$ cat config.mk
export PLATFORM = sky130hd
export DESIGN_NAME = mem_bus_arbiter
export DESIGN_NICKNAME = d
export VERILOG_FILES = /design/src/rtl/mem_bus_pkg.sv /design/src/rtl/mem_bus_arbiter_starve_counter.sv /design/src/rtl/mem_bus_arbiter.sv
export SDC_FILE = /design/constraint.sdc
export NUM_CORES = 1
export LEC_CHECK = 0
export CAP_MARGIN = 20
export CORE_MARGIN = 2
export CORE_UTILIZATION = 37
export CTS_CLUSTER_SIZE = 14
export DETAILED_ROUTE_END_ITERATION = 7
export PLACE_DENSITY = 0.88
export SLEW_MARGIN = 0
export SYNTH_ARGS = -nofsm -noshare
export SYNTH_HDL_FRONTEND = slang
export SYNTH_SLANG_ARGS = --single-unit
$ cat constraint.sdc
create_clock -name r_clk -period 3.5 [get_ports r_clk]
set_clock_uncertainty 0.05 [all_clocks]
set_input_delay 0.35 -clock r_clk [delete_from_list [all_inputs] [get_ports r_clk]]
set_output_delay 0.35 -clock r_clk [all_outputs]
set_load 0.02 [all_outputs]
$ cat src/rtl/mem_bus_pkg.sv
// Shared constants and encodings for the core/host memory bus arbiter.
// Imported by the arbiter and its starvation counter.
package mem_bus_pkg;

  localparam int AW         = 9;
  localparam int DW         = 8;
  localparam int MAX_BURST  = 4;
  localparam int STARVE_MAX = 8;

  localparam logic [0:0] ST_IDLE  = 1'b0;
  localparam logic [0:0] ST_HLOCK = 1'b1;

  typedef enum logic [1:0] {
    RD_NONE = 2'b00,
    RD_HOST = 2'b01,
    RD_CORE = 2'b10
  } rd_owner_e;

  // Grants are exclusive, so at most one of the two read flags is ever set.
  function automatic rd_owner_e rdOwnerOf(input logic coreRead, input logic hostRead);
    if (coreRead) return RD_CORE;
    if (hostRead) return RD_HOST;
    return RD_NONE;
  endfunction

endpackage

$ cat src/rtl/mem_bus_arbiter_starve_counter.sv
// Saturating host-wait counter with clear.
// Flags when the host has waited the full starvation limit.
module starve_counter
  import mem_bus_pkg::*;
#(
  parameter int LIMIT = STARVE_MAX
) (
  input  logic r_clk,
  input  logic reset,
  input  logic inc_i,
  input  logic clr_i,
  output logic at_limit_o
);

  localparam int CW = $clog2(LIMIT + 1);
  localparam logic [CW-1:0] LIMIT_C = CW'(LIMIT);

  logic [CW-1:0] count_q, count_d;

  always_comb begin
    count_d = count_q;
    if (clr_i)
      count_d = '0;
    else if (inc_i && (count_q != LIMIT_C))
      count_d = count_q + CW'(1);
  end

  always_ff @(posedge r_clk or posedge reset) begin
    if (reset) count_q <= '0;
    else       count_q <= count_d;
  end

  assign at_limit_o = (count_q == LIMIT_C);

endmodule

$ cat src/rtl/mem_bus_arbiter.sv
// Arbitrates the single-port program/data memory between the CPU core and the host loader,
// with core priority, a host starvation guard and short host-locked bursts.
module mem_bus_arbiter #(
  parameter int AW         = mem_bus_pkg::AW,
  parameter int DW         = mem_bus_pkg::DW,
  parameter int MAX_BURST  = mem_bus_pkg::MAX_BURST,
  parameter int STARVE_MAX = mem_bus_pkg::STARVE_MAX
) (
  input  logic          r_clk,
  input  logic          reset,
  input  logic          c_req,
  input  logic          c_we,
  input  logic [AW-1:0] c_ab,
  input  logic [DW-1:0] c_do,
  output logic          c_gnt,
  output logic [DW-1:0] c_di,
  output logic          c_rvalid,
  input  logic          h_req,
  input  logic          h_we,
  input  logic          h_lock,
  input  logic [AW-1:0] h_ab,
  input  logic [DW-1:0] h_wd,
  output logic          h_gnt,
  output logic [DW-1:0] h_rd,
  output logic          h_rvalid,
  output logic          m_en,
  output logic          m_we,
  output logic [AW-1:0] m_ab,
  output logic [DW-1:0] m_wd,
  input  logic [DW-1:0] m_rd
);

  import mem_bus_pkg::*;

  localparam int BW = $clog2(MAX_BURST + 1);
  // burst_q counts beats already completed, so the beat seen at MAX_BURST-1 is the last one.
  localparam logic [BW-1:0] LAST_BEAT = BW'(MAX_BURST - 1);

  logic [0:0]    state_q, state_d;
  logic [BW-1:0] burst_q, burst_d;
  logic          postBurst_q, postBurst_d;
  rd_owner_e     rdOwner_q;
  logic          hostStarved;

  starve_counter #(
    .LIMIT(STARVE_MAX)
  ) u_starve (
    .r_clk     (r_clk),
    .reset     (reset),
    .inc_i     (h_req & ~h_gnt & (state_q == ST_IDLE)),
    .clr_i     (h_gnt | ~h_req),
    .at_limit_o(hostStarved)
  );

  // Grants are held off while reset is high so nothing reaches the memory mid-reset.
  always_comb begin
    h_gnt = 1'b0;
    c_gnt = 1'b0;
    if (!reset) begin
      if (state_q == ST_HLOCK) begin
        h_gnt = h_req;
      end else begin
        h_gnt = h_req & (~c_req | (hostStarved & ~postBurst_q));
        c_gnt = c_req & ~h_gnt;
      end
    end
  end

  always_comb begin
    state_d     = state_q;
    burst_d     = burst_q;
    postBurst_d = 1'b0;
    if (state_q == ST_IDLE) begin
      if (h_gnt && h_lock && (MAX_BURST > 1)) begin
        state_d = ST_HLOCK;
        burst_d = BW'(1);
      end
    end else begin
      if (h_gnt)
        burst_d = burst_q + BW'(1);
      if (!h_req || !h_lock || (h_gnt && (burst_q == LAST_BEAT))) begin
        state_d     = ST_IDLE;
        burst_d     = '0;
        postBurst_d = 1'b1;
      end
    end
  end

  always_ff @(posedge r_clk or posedge reset) begin
    if (reset) begin
      state_q     <= ST_IDLE;
      burst_q     <= '0;
      postBurst_q <= 1'b0;
      rdOwner_q   <= RD_NONE;
    end else begin
      state_q     <= state_d;
      burst_q     <= burst_d;
      postBurst_q <= postBurst_d;
      rdOwner_q   <= rdOwnerOf(c_gnt & ~c_we, h_gnt & ~h_we);
    end
  end

  always_comb begin
    m_we = 1'b0;
    m_ab = '0;
    m_wd = '0;
    if (h_gnt) begin
      m_we = h_we;
      m_ab = h_ab;
      m_wd = h_wd;
    end else if (c_gnt) begin
      m_we = c_we;
      m_ab = c_ab;
      m_wd = c_do;
    end
  end

  assign m_en     = c_gnt | h_gnt;
  assign c_rvalid = (rdOwner_q == RD_CORE);
  assign h_rvalid = (rdOwner_q == RD_HOST);
  assign c_di     = m_rd;
  assign h_rd     = m_rd;

endmodule

==> flow_summary_export.csv, run 1 <==
group,metric,value,unit
place,port_buffers,63,
floorplan,core-area,3080,um^2
finish,finalNetCount,226,
timing,period_share,80.7,%
timing,worst_slack,676,ps
grt,grt_max_degree,21,
pwr,powerDensity,239,nW/um^2
clock_tree,cts_made_buffers,3,
grt,grt_pass1_wl,5160,um
synthesis,synthMostInstantiatedCell,"nor2b_1",
floorplan,start_util,39.1,%
finish,stdcell_count,216,
synthesis,synth_area,1200,um^2
route,routed_wl,3440,um
clock_tree,cts_tree,"yes",
route,vias,1125,
route,first_iter_violations,66,
route,post_drt_via_cell_ratio,5.21,
critical_path,cp_max_fo,20,
finish,final_area,1750,um^2
timing,relSlewSlack,68.4,%
grt,grt_antenna_before_repair,0,
critical_path,cp.depth,7,
pwr,max-vdd-ir-drop,0.171,mV
route,wl_per_cell,15.9,um
synthesis,synthTopCellsByArea,"dfrtp_1 23%, a32o_1 16%, nor2b_1 11%",
clock_tree,postCtsSetupBuffers,0,
floorplan,die_h,61.0,um
critical_path,critPathTopFamily,"buffers and inverters",
place,hpwl,2720,um
synthesis,synthTopCellsByCount,"22 x nor2b_1, 19 x a32o_1, 17 x buf_4, 11 x dfrtp_1, 6 x inv_1",
hold_path,min_path_type,"flip-flop to flip-flop",
synthesis,yosysSeqAreaShare,22.9,%
floorplan,row_count,20,
status,status,"finished clean",
timing,fmax,354,MHz
synthesis,synth_ff_type,"dfrtp_1",
finish,drive_above_1_share,9.88,%
grt,grt_pass1_vias,1124,
floorplan,fp.dieW,61.0,um
clock_tree,cts_hold_buf,0,
timing,rsz0062_at_grt,"false",
critical_path,arrival,2420,ps
clock_tree,cts.path.max_buffers,2,
route,drtPass1Iterations,4,
critical_path,crit_chain,"inv_1 > ha_1 > and4bb_2 > a21oi_2 > buf_4 > a32o_1 > clkdlybuf4s50_1",
place,place_area,1730,um^2
timing,setup_viol_count_final,0,
place,gp_congestion,0.853,
timing,finalHoldViolations,0,
critical_path,cp.required,3100,ps
timing,slew_violations,0,
finish,antenna_cells,0,
synthesis,synthCells,126,
critical_path,rrSetupSlack,1770,ps
pwr,p_leak,0.655,nW
critical_path,crit_type,"flip-flop to output pin",
route,postRouteAntennaNets,0,
critical_path,slowest_delay,620,ps
synthesis,synth.distinct_cells,40,
synthesis,syn_avg_cell_area,9.55,um^2
synthesis,yosysWarnings,0,
place,placed_cells,212,
critical_path,cp-start-kind,"flip-flop",
floorplan,ios,88,
critical_path,endpoint,"m_ab[3]",
job,drv_cap,0,
critical_path,reg2reg_from,"burst_q[0]",
synthesis,netlist.top_cell.by_area,"dfrtp_1",
critical_path,startpoint,"u_starve.count_q[0]",
synthesis,synth_top_area_share,22.9,%
grt,overflow,0,
clock_tree,cts.sinks,11,
timing,min_period,2820,ps
clock_tree,clk_latency,270,ps
clock_tree,clk_pin_slew_worst_paths,70,ps
critical_path,critPathBufInv,3,
synthesis,syn-num-nets,179,
critical_path,crit_path_end_kind,"output pin",
synthesis,synth_seq_cells,11,
critical_path,reg2reg_to,"burst_q[0]",
critical_path,slowest_stage,"clkdlybuf4s50_1",
route,drc_errors,0,
clock_tree,root_buffer,"clkbuf_4",
finish,postLayoutCoreUtil,57.0,%
synthesis,synthArstFlopShare,100,%
timing,tns,0,ps
synthesis,synth_edf_count,0,
finish,synthToLayoutAreaGrowth,45.6,%
place,post-place-ws,735,ps
clock_tree,cts_resized,0,
grt,track_usage,18.7,%
clock_tree,htree_levels,1,
timing,worst_pin_slew,467,ps
floorplan,die_area,3730,um^2
critical_path,r2r_cells,5,
==> power by group <==
| part | total (mW) | internal (mW) | switching (mW) |
|---|---|---|---|
| logic | 0.187 | 0.105 | 0.0819 |
| registers | 0.144 | 0.135 | 0.00913 |
| clock network | 0.0878 | 0.0441 | 0.0437 |
==> cells by family after synthesis <==
logic type	Yosys count	synth area share (%)
compound gates	36	28.0
xor+xnor	1	0.728
fa+ha+maj	4	4.16
buf+inv	30	17.3
flops	11	22.9
mux	1	0.832
simple gates	43	26.2
==> sequential cells by signal, summed over array words and instances, names as in the netlist <==
signal and count:
burst_q 3, postBurst_q 1, rdOwner_q 2, state_q 1, u_starve.count_q 4
==> worst min path at each step <==
stage	from	to	slack, ps	depth (start not counted)
floorplan	reset	burst_q[0]	310	2
global placement	burst_q[2]	burst_q[2]	420	1
detailed placement	burst_q[1]	burst_q[1]	440	1
CTS	burst_q[1]	burst_q[1]	460	1
global route	burst_q[2]	burst_q[2]	480	1
finish	burst_q[1]	burst_q[1]	450	1
==> cell usage in the layout (no fill, tap or decap), types with 3 or more instances in the layout <==
master,netlist,layout
dfrtp_1,11,11
nand2_1,3,3
buf_4,17,3
a21oi_1,3,3
nor2b_1,22,22
clkdlybuf4s50_1,0,63
ha_1,4,4
clkbuf_4,0,3
inv_1,6,6
a32o_1,19,19
==> area by class of cell <==
cell class,count,area [um^2]
clock buffer,4,26.3
fill,287,1330
inverter,6,22.5
multi-input combinational,85,721
sequential,11,275
tap,44,55.1
timing repair buffer,66,653
==> through the flow <==
step                hold slack [ps]  total power, mW
finish                          455            0.418
CTS                             459            0.424
floorplan                       315            0.270
global route                    476            0.446
detailed placement              443            0.333
global placement                422            0.327
==> routing by layer <==
metal  global-route usage [%]  routed length, um
met1                     20.8               1270
met2                     33.0               1910
met3                     5.67                152
met4                     7.76                111
met5                        0                  0
Power figures use the tool's default switching activity.
==> inputs of run 2 (changes only) <==
- CORE_UTILIZATION: 37 -> 31
- PLACE_DENSITY: 0.88 -> 0.79
- clock period: 3.5 -> 2.5 ns (I/O delays scaled with it)
==> run 2 against run 1 <==
Net effect: die area rose by 18%; global-route usage fell by 3.2 points; setup slack got worse by 470 ps; critical path depth did not move; utilization fell by 8.0 points; combinational power rose by 36%; highest routed layer unchanged; worst hold slack got worse by 19 ps; sequential share of layout area fell by 0.45 points; register-to-register slack got worse by 990 ps; first-iteration DRC count fell by 79%; cell count rose by 4.6%.
==> flow_summary_export.csv, run 2 (synthesized netlist as in run 1, its figures left out) <==
group,metric,value,unit
timing,min_period,2300,ps
finish,largest_reg_flops,4,
finish,fillers,387,
clock_tree,root_buffer,"clkbuf_8",
finish,multi_input_area,721,um^2
floorplan,core-area,3690,um^2
clock_tree,cts.path.max_buffers,2,
route,post_drt_via_cell_ratio,5.08,
critical_path,slowest_delay,400,ps
finish,final_common_cell,"clkdlybuf4s50_1",
critical_path,arrival,2000,ps
timing,period_share,92.0,%
clock_tree,clk_pin_slew_worst_paths,50,ps
finish,finalNetCount,232,
clock_tree,cts_hold_buf,0,
timing,fmax,435,MHz
critical_path,crit_path_end_kind,"output pin",
clock_tree,postCtsSetupBuffers,0,
finish,drive_above_1_share,12.9,%
place,post-place-ws,147,ps
floorplan,ios,88,
finish,top_regs,"u_starve.count_q: 4 flops, burst_q: 3 flops, rdOwner_q: 2 flops",
pwr,powerDensity,349,nW/um^2
route,drtPass1Iterations,4,
floorplan,die_area,4400,um^2
clock_tree,cts_resized,20,
finish,top_register,"u_starve.count_q",
hold_path,min_path_type,"flip-flop to flip-flop",
place,gp_congestion,0.779,
clock_tree,cts.sinks,11,
critical_path,crit_type,"flip-flop to output pin",
critical_path,reg2reg_from,"burst_q[0]",
pwr,p_leak,0.778,nW
finish,final_cell_mix,"43 x clkdlybuf4s50_1, 22 x nor2b_1, 19 x a32o_1, 19 x dlygate4sd2_1, 11 x dfrtp_1",
clock_tree,clk_latency,240,ps
grt,overflow,0,
critical_path,cp-start-kind,"flip-flop",
timing,relSlewSlack,67.2,%
route,postRouteAntennaNets,0,
finish,synthToLayoutAreaGrowth,49.9,%
critical_path,startpoint,"u_starve.count_q[0]",
grt,grt_pass1_wl,5150,um
route,vias,1147,
floorplan,fp.dieW,66.3,um
clock_tree,cts_made_buffers,3,
critical_path,cp_max_fo,20,
place,hpwl,2350,um
grt,grt_max_degree,21,
route,routed_wl,3040,um
route,first_iter_violations,14,
floorplan,die_h,66.3,um
timing,rsz0062_at_grt,"false",
floorplan,row_count,22,
timing,tns,0,ps
timing,worst_slack,201,ps
place,port_buffers,63,
hold_path,hp-start,"burst_q[2]",
finish,postLayoutCoreUtil,48.9,%
route,wl_per_cell,13.5,um
timing,finalHoldViolations,0,
timing,setup_viol_count_final,0,
timing,worst_pin_slew,485,ps
clock_tree,cts_tree,"yes",
timing,holdWs,436,ps
grt,track_usage,15.5,%
pwr,max-vdd-ir-drop,0.216,mV
status,status,"finished clean",
floorplan,start_util,32.6,%
clock_tree,htree_levels,1,
critical_path,cp.required,2200,ps
timing,slew_violations,0,
finish,antenna_cells,0,
job,drv_cap,0,
grt,grt_antenna_before_repair,0,
route,drc_errors,0,
grt,grt_pass1_vias,1163,
critical_path,crit_chain,"inv_1 > ha_1 > and4bb_2 > a21oi_2 > buf_6 > a32o_1 > dlygate4sd2_1",
critical_path,slowest_stage,"dfrtp_1",
finish,final-seq-area,275,um^2
-- run 2: cell type report --
type                       instances  share of cell area, %
sequential                        11                   15.3
inverter                           6                   1.25
timing repair buffer              72                   37.7
clock buffer                       4                   2.50
tap                               48                   3.33
multi-input combinational         85                   39.9
-- run 2: metal layers --
metal,global-route usage (%),vias to the layer above,part of all wire (%)
li1,-,556,-
met2,25.9,49,50
met3,6.47,7,9.2
met5,0,-,0
met1,16.2,535,38
met4,8.67,0,2.4
-- run 2: final timing paths --
path                                            end  cells past startpoint  slack, ps
worst max-delay path                        m_wd[3]                      7        200
worst min-delay path                     burst_q[2]                      1        440
worst max register to register           burst_q[0]                      5        780
worst min register to register           burst_q[2]                      1        440
max in group asynchronous       u_starve.count_q[2]                      4       1590
min in group asynchronous              rdOwner_q[0]                      4        650
-- run 2: worst max-delay path: cells and delay by family (launching register included) --
family,cells,cell delay (ps)
AND/OR/NAND/NOR,1,250
adder cells (fa/ha/maj),1,210
AO/OA/AOI/OAI,2,290
buffers and inverters,3,600
flip-flops,1,400
-- run 2: per-stage QoR --
step,cell area (um^2),power (mW),std cells
after floorplan,1200,0.379,126
after global placement,1780,0.470,222
after detailed placement,1780,0.473,222
after CTS,1800,0.639,226
after global routing,1800,0.675,226
final,1800,0.630,226
-- run 2: report_power, final --
group	switching, mW	internal [mW]	total (mW)	leakage (nW)
clock	0.0635	0.112	0.175	0.0228
combinational	0.114	0.140	0.254	0.608
sequential	0.0109	0.190	0.201	0.147
